===== src/rtl/risc_pkg.sv =====
// ----------------------------------------------------------------------------
// risc_pkg: shared ALU operation encoding, RV32I opcodes and issue-stage types.
// Rev 1.0
// ----------------------------------------------------------------------------
`default_nettype none

package risc_pkg;

    localparam int XLEN = 32;

    typedef enum logic [3:0] {
        ALU_ADD  = 4'd0,
        ALU_SUB  = 4'd1,
        ALU_SLL  = 4'd2,
        ALU_SLT  = 4'd3,
        ALU_SLTU = 4'd4,
        ALU_XOR  = 4'd5,
        ALU_SRL  = 4'd6,
        ALU_SRA  = 4'd7,
        ALU_OR   = 4'd8,
        ALU_AND  = 4'd9
    } alu_op_t;

    localparam logic [6:0] OPC_OP     = 7'b0110011;
    localparam logic [6:0] OPC_OP_IMM = 7'b0010011;
    localparam logic [6:0] OPC_LUI    = 7'b0110111;
    localparam logic [6:0] OPC_AUIPC  = 7'b0010111;
    localparam logic [6:0] OPC_LOAD   = 7'b0000011;
    localparam logic [6:0] OPC_STORE  = 7'b0100011;
    localparam logic [6:0] OPC_JAL    = 7'b1101111;
    localparam logic [6:0] OPC_JALR   = 7'b1100111;

    typedef struct packed {
        logic [XLEN-1:0] a;
        logic [XLEN-1:0] b;
        alu_op_t         op;
        logic            illegal;
    } alu_req_t;

    // funct7[5] only selects SUB when the caller allows it (OP, not OP-IMM).
    function automatic alu_op_t arith_op(input logic [2:0] funct3,
                                         input logic       funct7_5,
                                         input logic       allow_sub);
        alu_op_t op;
        case (funct3)
            3'b000:  op = (funct7_5 && allow_sub) ? ALU_SUB : ALU_ADD;
            3'b001:  op = ALU_SLL;
            3'b010:  op = ALU_SLT;
            3'b011:  op = ALU_SLTU;
            3'b100:  op = ALU_XOR;
            3'b101:  op = funct7_5 ? ALU_SRA : ALU_SRL;
            3'b110:  op = ALU_OR;
            default: op = ALU_AND;
        endcase
        return op;
    endfunction

endpackage

`default_nettype wire


===== src/rtl/alu_issue_decode.sv =====
// ----------------------------------------------------------------------------
// alu_decode: combinational RV32I field decode to ALU operands and operation.
// Rev 1.0
// ----------------------------------------------------------------------------
`default_nettype none

module alu_decode
    import risc_pkg::*;
(
    input  logic [6:0]      opcode,
    input  logic [2:0]      funct3,
    input  logic            funct7_5,
    input  logic [XLEN-1:0] pc,
    input  logic [XLEN-1:0] rs1_val,
    input  logic [XLEN-1:0] rs2_val,
    input  logic [XLEN-1:0] imm,
    output alu_req_t        req
);

    always_comb begin
        req.a       = '0;
        req.b       = '0;
        req.op      = ALU_ADD;
        req.illegal = 1'b0;
        case (opcode)
            OPC_OP: begin
                req.a  = rs1_val;
                req.b  = rs2_val;
                req.op = arith_op(funct3, funct7_5, 1'b1);
            end
            OPC_OP_IMM: begin
                req.a  = rs1_val;
                req.b  = imm;
                req.op = arith_op(funct3, funct7_5, 1'b0);
            end
            OPC_LUI: begin
                req.b = imm;
            end
            OPC_AUIPC: begin
                req.a = pc;
                req.b = imm;
            end
            OPC_LOAD, OPC_STORE: begin
                req.a = rs1_val;
                req.b = imm;
            end
            // Link value: return address is the next sequential instruction.
            OPC_JAL, OPC_JALR: begin
                req.a = pc;
                req.b = 32'd4;
            end
            default: begin
                req.illegal = 1'b1;
            end
        endcase
    end

endmodule

`default_nettype wire


===== src/rtl/alu_issue.sv =====
// ----------------------------------------------------------------------------
// alu_issue: two-stage valid/ready pipeline registering ALU inputs and result.
// Rev 1.0
// ----------------------------------------------------------------------------
`default_nettype none

module alu_issue
    import risc_pkg::*;
(
    input  logic            clk,
    input  logic            rst_n,
    input  logic            in_valid,
    output logic            in_ready,
    input  logic [6:0]      opcode,
    input  logic [2:0]      funct3,
    input  logic            funct7_5,
    input  logic [XLEN-1:0] pc,
    input  logic [XLEN-1:0] rs1_val,
    input  logic [XLEN-1:0] rs2_val,
    input  logic [XLEN-1:0] imm,
    output logic [XLEN-1:0] alu_a,
    output logic [XLEN-1:0] alu_b,
    output alu_op_t         alu_op,
    input  logic [XLEN-1:0] alu_res,
    output logic            out_valid,
    input  logic            out_ready,
    output logic [XLEN-1:0] out_res,
    output logic            out_illegal
);

    alu_req_t dec_req;
    alu_req_t s1;
    logic     s1_valid;
    logic     s1_adv;
    logic     accept;

    alu_decode u_decode (
        .opcode   (opcode),
        .funct3   (funct3),
        .funct7_5 (funct7_5),
        .pc       (pc),
        .rs1_val  (rs1_val),
        .rs2_val  (rs2_val),
        .imm      (imm),
        .req      (dec_req)
    );

    // in_ready depends on out_ready combinationally so a full pipe never bubbles.
    assign s1_adv   = s1_valid && (!out_valid || out_ready);
    assign in_ready = !s1_valid || s1_adv;
    assign accept   = in_valid && in_ready;

    always_ff @(posedge clk or negedge rst_n) begin
        if (!rst_n) begin
            s1_valid   <= 1'b0;
            s1.a       <= '0;
            s1.b       <= '0;
            s1.op      <= ALU_ADD;
            s1.illegal <= 1'b0;
        end else if (accept) begin
            s1_valid <= 1'b1;
            s1       <= dec_req;
        end else if (s1_adv) begin
            s1_valid <= 1'b0;
        end
    end

    always_ff @(posedge clk or negedge rst_n) begin
        if (!rst_n) begin
            out_valid   <= 1'b0;
            out_res     <= '0;
            out_illegal <= 1'b0;
        end else if (s1_adv) begin
            out_valid   <= 1'b1;
            out_res     <= alu_res;
            out_illegal <= s1.illegal;
        end else if (out_ready) begin
            out_valid <= 1'b0;
        end
    end

    assign alu_a  = s1.a;
    assign alu_b  = s1.b;
    assign alu_op = s1.op;

endmodule

`default_nettype wire


===== config.mk =====
export PLATFORM = sky130hd
export DESIGN_NAME = alu_issue
export DESIGN_NICKNAME = d
export VERILOG_FILES = /design/src/rtl/risc_pkg.sv /design/src/rtl/alu_issue_decode.sv /design/src/rtl/alu_issue.sv
export SDC_FILE = /design/constraint.sdc
export NUM_CORES = 1
export LEC_CHECK = 0
export BUFFER_PORTS_ARGS = -buffer_cell sky130_fd_sc_hd__buf_4
export CORE_ASPECT_RATIO = 1.25
export CORE_MARGIN = 2
export CORE_UTILIZATION = 40
export DETAILED_ROUTE_END_ITERATION = 8
export PLACE_DENSITY_LB_ADDON = 0.25
export SYNTH_ARGS = -nofsm -noshare
export SYNTH_HDL_FRONTEND = slang
export SYNTH_HIERARCHICAL = 1
export SYNTH_SLANG_ARGS = --single-unit

===== constraint.sdc =====
create_clock -name clk -period 1.9 [get_ports clk]
set_clock_uncertainty 0.2 [all_clocks]
set_input_delay 0.19 -clock clk [delete_from_list [all_inputs] [get_ports clk]]
set_output_delay 0.19 -clock clk [all_outputs]
set_load 0.02 [all_outputs]

Yosys cells after proc, flatten, opt, wreduce, memory -nomap -nowiden

Index checks and enable logic that the tools add are counted.

Output and inout bits: 103
Bits in registers: 104
Logic and storage cells: 48
Bits of input ports: 175

Reduce and logical (&&, ||, !) cells: 14
Equality and inequality tests: 14
Multiplexer cells: 12

Operators by type and width:

| kind               | count |
|---|---|
| $pmux 32 s3        | 1 |
| $pmux 32 s2        | 1 |
| $pmux 4 s7         | 2 |
| $eq 7x6->1 const B | 3 |
| $eq 7x5->1 const B | 2 |
| $eq 7x7->1 const B | 2 |
| $eq 3x3->1 const B | 3 |
| $pmux 4 s2         | 1 |
| $reduce_or 8->1    | 1 |
| $eq 7x2->1 const B | 1 |
| $mux 1             | 7 |
| $eq 3x2->1 const B | 2 |
| $reduce_or 5->1    | 1 |
| $reduce_bool 2->1  | 2 |
| $reduce_or 4->1    | 1 |
| $eq 3x1->1 const B | 1 |
| $logic_not 3->1    | 1 |
| $reduce_or 3->1    | 1 |
| $logic_and 1x1->1  | 2 |
| $logic_not 1->1    | 2 |
| $logic_or 1x1->1   | 2 |
| $reduce_or 2->1    | 1 |

Depth between registers and ports, before layout

Depth in word-level cells: 6
Gate-level depth with buffers: 5
Gate-level depth less buffers: 4

By module

Netlist, hierarchy kept.

By module, submodules not included:

| module     | area each (um^2) | cells an instance | instances | sequential area each (um^2) |
|---|---|---|---|---|
| alu_issue  | 4446.8           | 290               | 1         | 2602.5 |
| alu_decode | 853.3            | 110               | 1         | 0.0 |

Worst setup path before layout

OpenSTA, ideal clock, no wires.

Path type: register to register
Start point: register out_valid
End point: register s1 (netlist bit alu_a[13])
Library setup time: 0.125 ns
Path slack: 0.218 ns
Stages on the path, launching flop included: 6
Data required time: 1.575 ns
Buffers on the path: 2
Clock period less this slack: 1.682 ns
Arrival time: 1.356 ns
Path through: dfrtp_1 nand3b_4 nand2_4 buf_6 buf_12 mux2_4

Cells in the longest elaborated chain, start to end: 5

Ends and longest elaborated chain:

| what                   | RTL line        | source |
|---|---|---|
| from (decl)            | alu_issue.sv:25 | `output logic out_valid,` |
| from (signal assigned) | alu_issue.sv:70 | `out_valid <= 1'b0;` |
| from (signal assigned) | alu_issue.sv:74 | `out_valid <= 1'b1;` |
| from (signal assigned) | alu_issue.sv:78 | `out_valid <= 1'b0;` |
| $logic_not 1->1        | alu_issue.sv:49 | `assign s1_adv = s1_valid && (!out_valid \|\| out_ready);` |
| $logic_or 1x1->1       | alu_issue.sv:49 |  |
| $logic_and 1x1->1      | alu_issue.sv:49 |  |
| $logic_or 1x1->1       | alu_issue.sv:50 | `assign in_ready = !s1_valid \|\| s1_adv;` |
| via in_ready           | alu_issue.sv:13 | `output logic in_ready,` |
| $logic_and 1x1->1      | alu_issue.sv:51 | `assign accept = in_valid && in_ready;` |
| to (signal assigned)   | alu_issue.sv:62 | `s1 <= dec_req;` |
| to (decl)              | alu_issue.sv:32 | `alu_req_t s1;` |

The timed path passes the listed nets, and every way through them passes these cells.
A chain may end at the register's enable or synchronous reset.

Worst setup path after layout

Start point: input out_ready
End point: register s1 (netlist bit alu_a[8])

Cells in the longest elaborated chain, start to end: 4

Ends and longest elaborated chain:

| what              | RTL line        | source |
|---|---|---|
| from (decl)       | alu_issue.sv:26 | `input logic out_ready,` |
| $logic_or 1x1->1  | alu_issue.sv:49 |  |
| $logic_and 1x1->1 | alu_issue.sv:49 |  |
| $logic_or 1x1->1  | alu_issue.sv:50 |  |
| $logic_and 1x1->1 | alu_issue.sv:51 |  |

Every way passes these cells.

==> flow_summary.ini <==
[critical_path]
arrival_ns = 1.84
crit_fanout = 53
r2r_cells = 4
startpoint_type = primary input
crit_type = primary input to register
crit_required_ns = 1.91
crit_path_end_kind = register

[sta]
post-route-period-util_pct = 96.10
maxSlewViolCount = 0
maxSlewHeadroom_pct = 45.25
worst_hold_slack_ns = 0.006453
worstMarginPinSlew_ns = 0.8186
fin_ws_ns = 0.07407
setup-tns-final_ns = 0
layout_min_cycle_time_ns = 1.826
rsz0062_at_grt = no
timing.fmax_ghz = 0.5477
setup_viol = 0
hold_viol = 0

[cells_and_area]
n_fill_cell = 1010
area_delta_synth_final_pct = 55.57
layout.nets = 870
drive_above_1_share_pct = 59.80
final_cell_area_sq_um = 8245

[global_routing]
antenna_found_initial = 1
grt_use_total_pct = 20.17
grt_pass1_wl_mm = 22.78
grt_util_met3_pct = 3.498
grt_pass1_vias = 4560
grt-ovfl-total = 0
grt_start_max_net_pins = 105
use_met1_pct = 22.84
grt_use_met2_pct = 37.05
gr-max-usage-layer = met2

[floorplanning]
dieArea_sq_um = 14190
core_sq_um = 13110
start_util_pct = 40.42
row_count = 47
die_h_um = 132.7
ios = 278
die_w_um = 107.0

[run_status]
status = finished clean

[drt]
routed_via_density = 4.890
drt-initial-drc-count = 135
drc = 0
num_vias = 4259
wl_mm = 14.53
ant_nets = 0
wl_per_cell_um = 16.69
firstDrtPassIters = 4

[job]
cap_violations = 0

[placed_design]
placed_cell_area_sq_um = 7138
detailedPlacementHpwl_mm = 9.540
place_congestion = 0.7297
dp_slack_ns = -0.3874
io_buffers = 277

[logic_synthesis]
syn_area_sq_um = 5300
syn_nets = 575
ys_seq_area_share_pct = 49.10
netlist-cell-type-count = 35
syn_inst = 400
yosys_register_bits = 104
syn_avg_cell_area_sq_um = 13.25
yosys_warnings = 6

[hold_path]
min_delay_path_depth = 3
holdCritPathClass = primary input to register

[clock_network]
cts.clk_slew.worst_paths_ns = 0.07
cts_made_buffers = 9
cts.sink_count = 104
cts-htree-levels = 3
cts_buffer_depth = 2
cts-root-buf = clkbuf_16
cts_setup_buffers = 0
clk_latency_ns = 0.33
cts_tree = built

[power_and_ir_drop]
p_per_area_nw_per_um2 = 670.7
p_leak_nw = 4.166
irDropWorstVdd_mv = 0.4310
power_w = 0.005530
[power by group]
part	total (W)	internal [W]	switching (W)	leakage, nW
combinational	0.00135	0.000765	0.000581	2.67
sequential	0.00246	0.00237	0.0000879	1.36
clock	0.00172	0.000923	0.000800	0.136
[synthesized netlist by cell type]
cell	number	area [sq um]
a21oi_1	3	15.01
buf_2	2	10.01
nor4_1	1	6.260
and3b_1	1	8.760
a211oi_1	2	15.01
a311oi_2	1	15.01
or4b_1	1	10.01
nor2b_1	2	12.51
nand2b_1	4	25.02
or3b_1	1	8.760
mux2_4	10	150.1
nand3_1	2	10.01
o21ai_0	1	5.000
a21o_1	1	7.510
nor3b_2	1	12.51
nand3b_4	1	20.02
nand2_1	4	15.01
a21oi_2	1	8.760
mux2_2	92	1036
buf_4	81	608.1
o32a_1	1	10.01
buf_12	1	20.02
nand3b_1	1	7.510
nand4bb_1	1	11.26
dfrtp_1	104	2603
buf_6	1	11.26
a22o_1	63	551.8
nor3b_1	1	7.510
a211o_1	1	8.760
inv_1	2	7.510
nor2_1	4	15.01
clkbuf_1	5	18.77
nand2_2	1	6.260
nand2_4	1	11.26
or3_4	1	11.26
[registers in the layout, indices dropped and copies added, names as in the netlist]
name	cells
out_res	32
out_valid	1
alu_a	32
s1	1
alu_b	32
out_illegal	1
alu_op	4
s1_valid	1
[worst paths after layout]
| kind | from | endpoint | slack, ns |
|---|---|---|---|
| min reg2reg | alu_a[7] | alu_a[7] | 0.31 |
| max reg2reg | out_valid | alu_a[8] | 0.25 |
| max in group asynchronous | rst_n | alu_a[22] | 0.82 |
| max | out_ready | alu_a[8] | 0.07 |
| min in group asynchronous | rst_n | out_res[7] | 0.27 |
| min | rs2_val[20] | alu_b[20] | 0.006 |
[timing repair]
item / in CTS / in global routing
hold endpoints to repair: 166 / 0
gates resized for setup: 1 / 0
hold buffers: 81 / 0
endpoints found under the setup margin: 21 / 0
[area by class of cell]
class | count | area (sq um) | area share, %
Multi-Input combinational cell | 205 | 2067 | 25.07
Timing Repair Buffer | 373 | 3078 | 37.33
Clock buffer | 11 | 242.7 | 2.944
Sequential cell | 104 | 2603 | 31.56
Clock inverter | 4 | 31.28 | 0.3794
Inverter | 2 | 7.507 | 0.09105
Antenna cell | 1 | 2.502 | 0.03035
Tap cell | 171 | 214.0 | 2.595
[worst max-delay path: stages]
cell	delay, ns
dlygate4sd3_1	0.55
buf_4	0.14
nand3b_4	0.17
nand2_4	0.09
buf_12	0.29
mux2_2	0.38
[layout by cell type (no fill, tap or decap), drive strengths merged, types with 3 or more instances in the layout]
cell type	Yosys	final
buf	85	292
dfrtp	104	104
mux2	102	102
dlygate4sd3	0	81
a22o	63	63
clkbuf	5	11
nand2	6	6
nand2b	4	4
nor2	4	4
clkinv	0	4
a21oi	4	4
a211oi	2	3
[stage by stage]
step                std cells  utilization, %
floorplan                 400               -
CTS                       870           62.86
finish                    871           62.88
detailed placement        773           54.43
global route              871           62.88
global placement          773           54.43
[per-layer routing]
| metal | routed length, um | up-vias |
|---|---|---|
| met2 | 7894 | 174 |
| met3 | 843 | 24 |
| li1 | - | 1981 |
| met5 | 0 | - |
| met4 | 339 | 0 |
| met1 | 5456 | 2080 |
[logic make-up after synthesis]
kind of cell           Yosys count  share of synthesized area (%)
DFF                            104                          49.10
AOI/OAI and AO/OA               74                          12.02
buffers and inverters           92                          12.75
muxes                          102                          22.38
and+or+nand+nor                 28                          3.754
(Power assumes the default switching activity.)
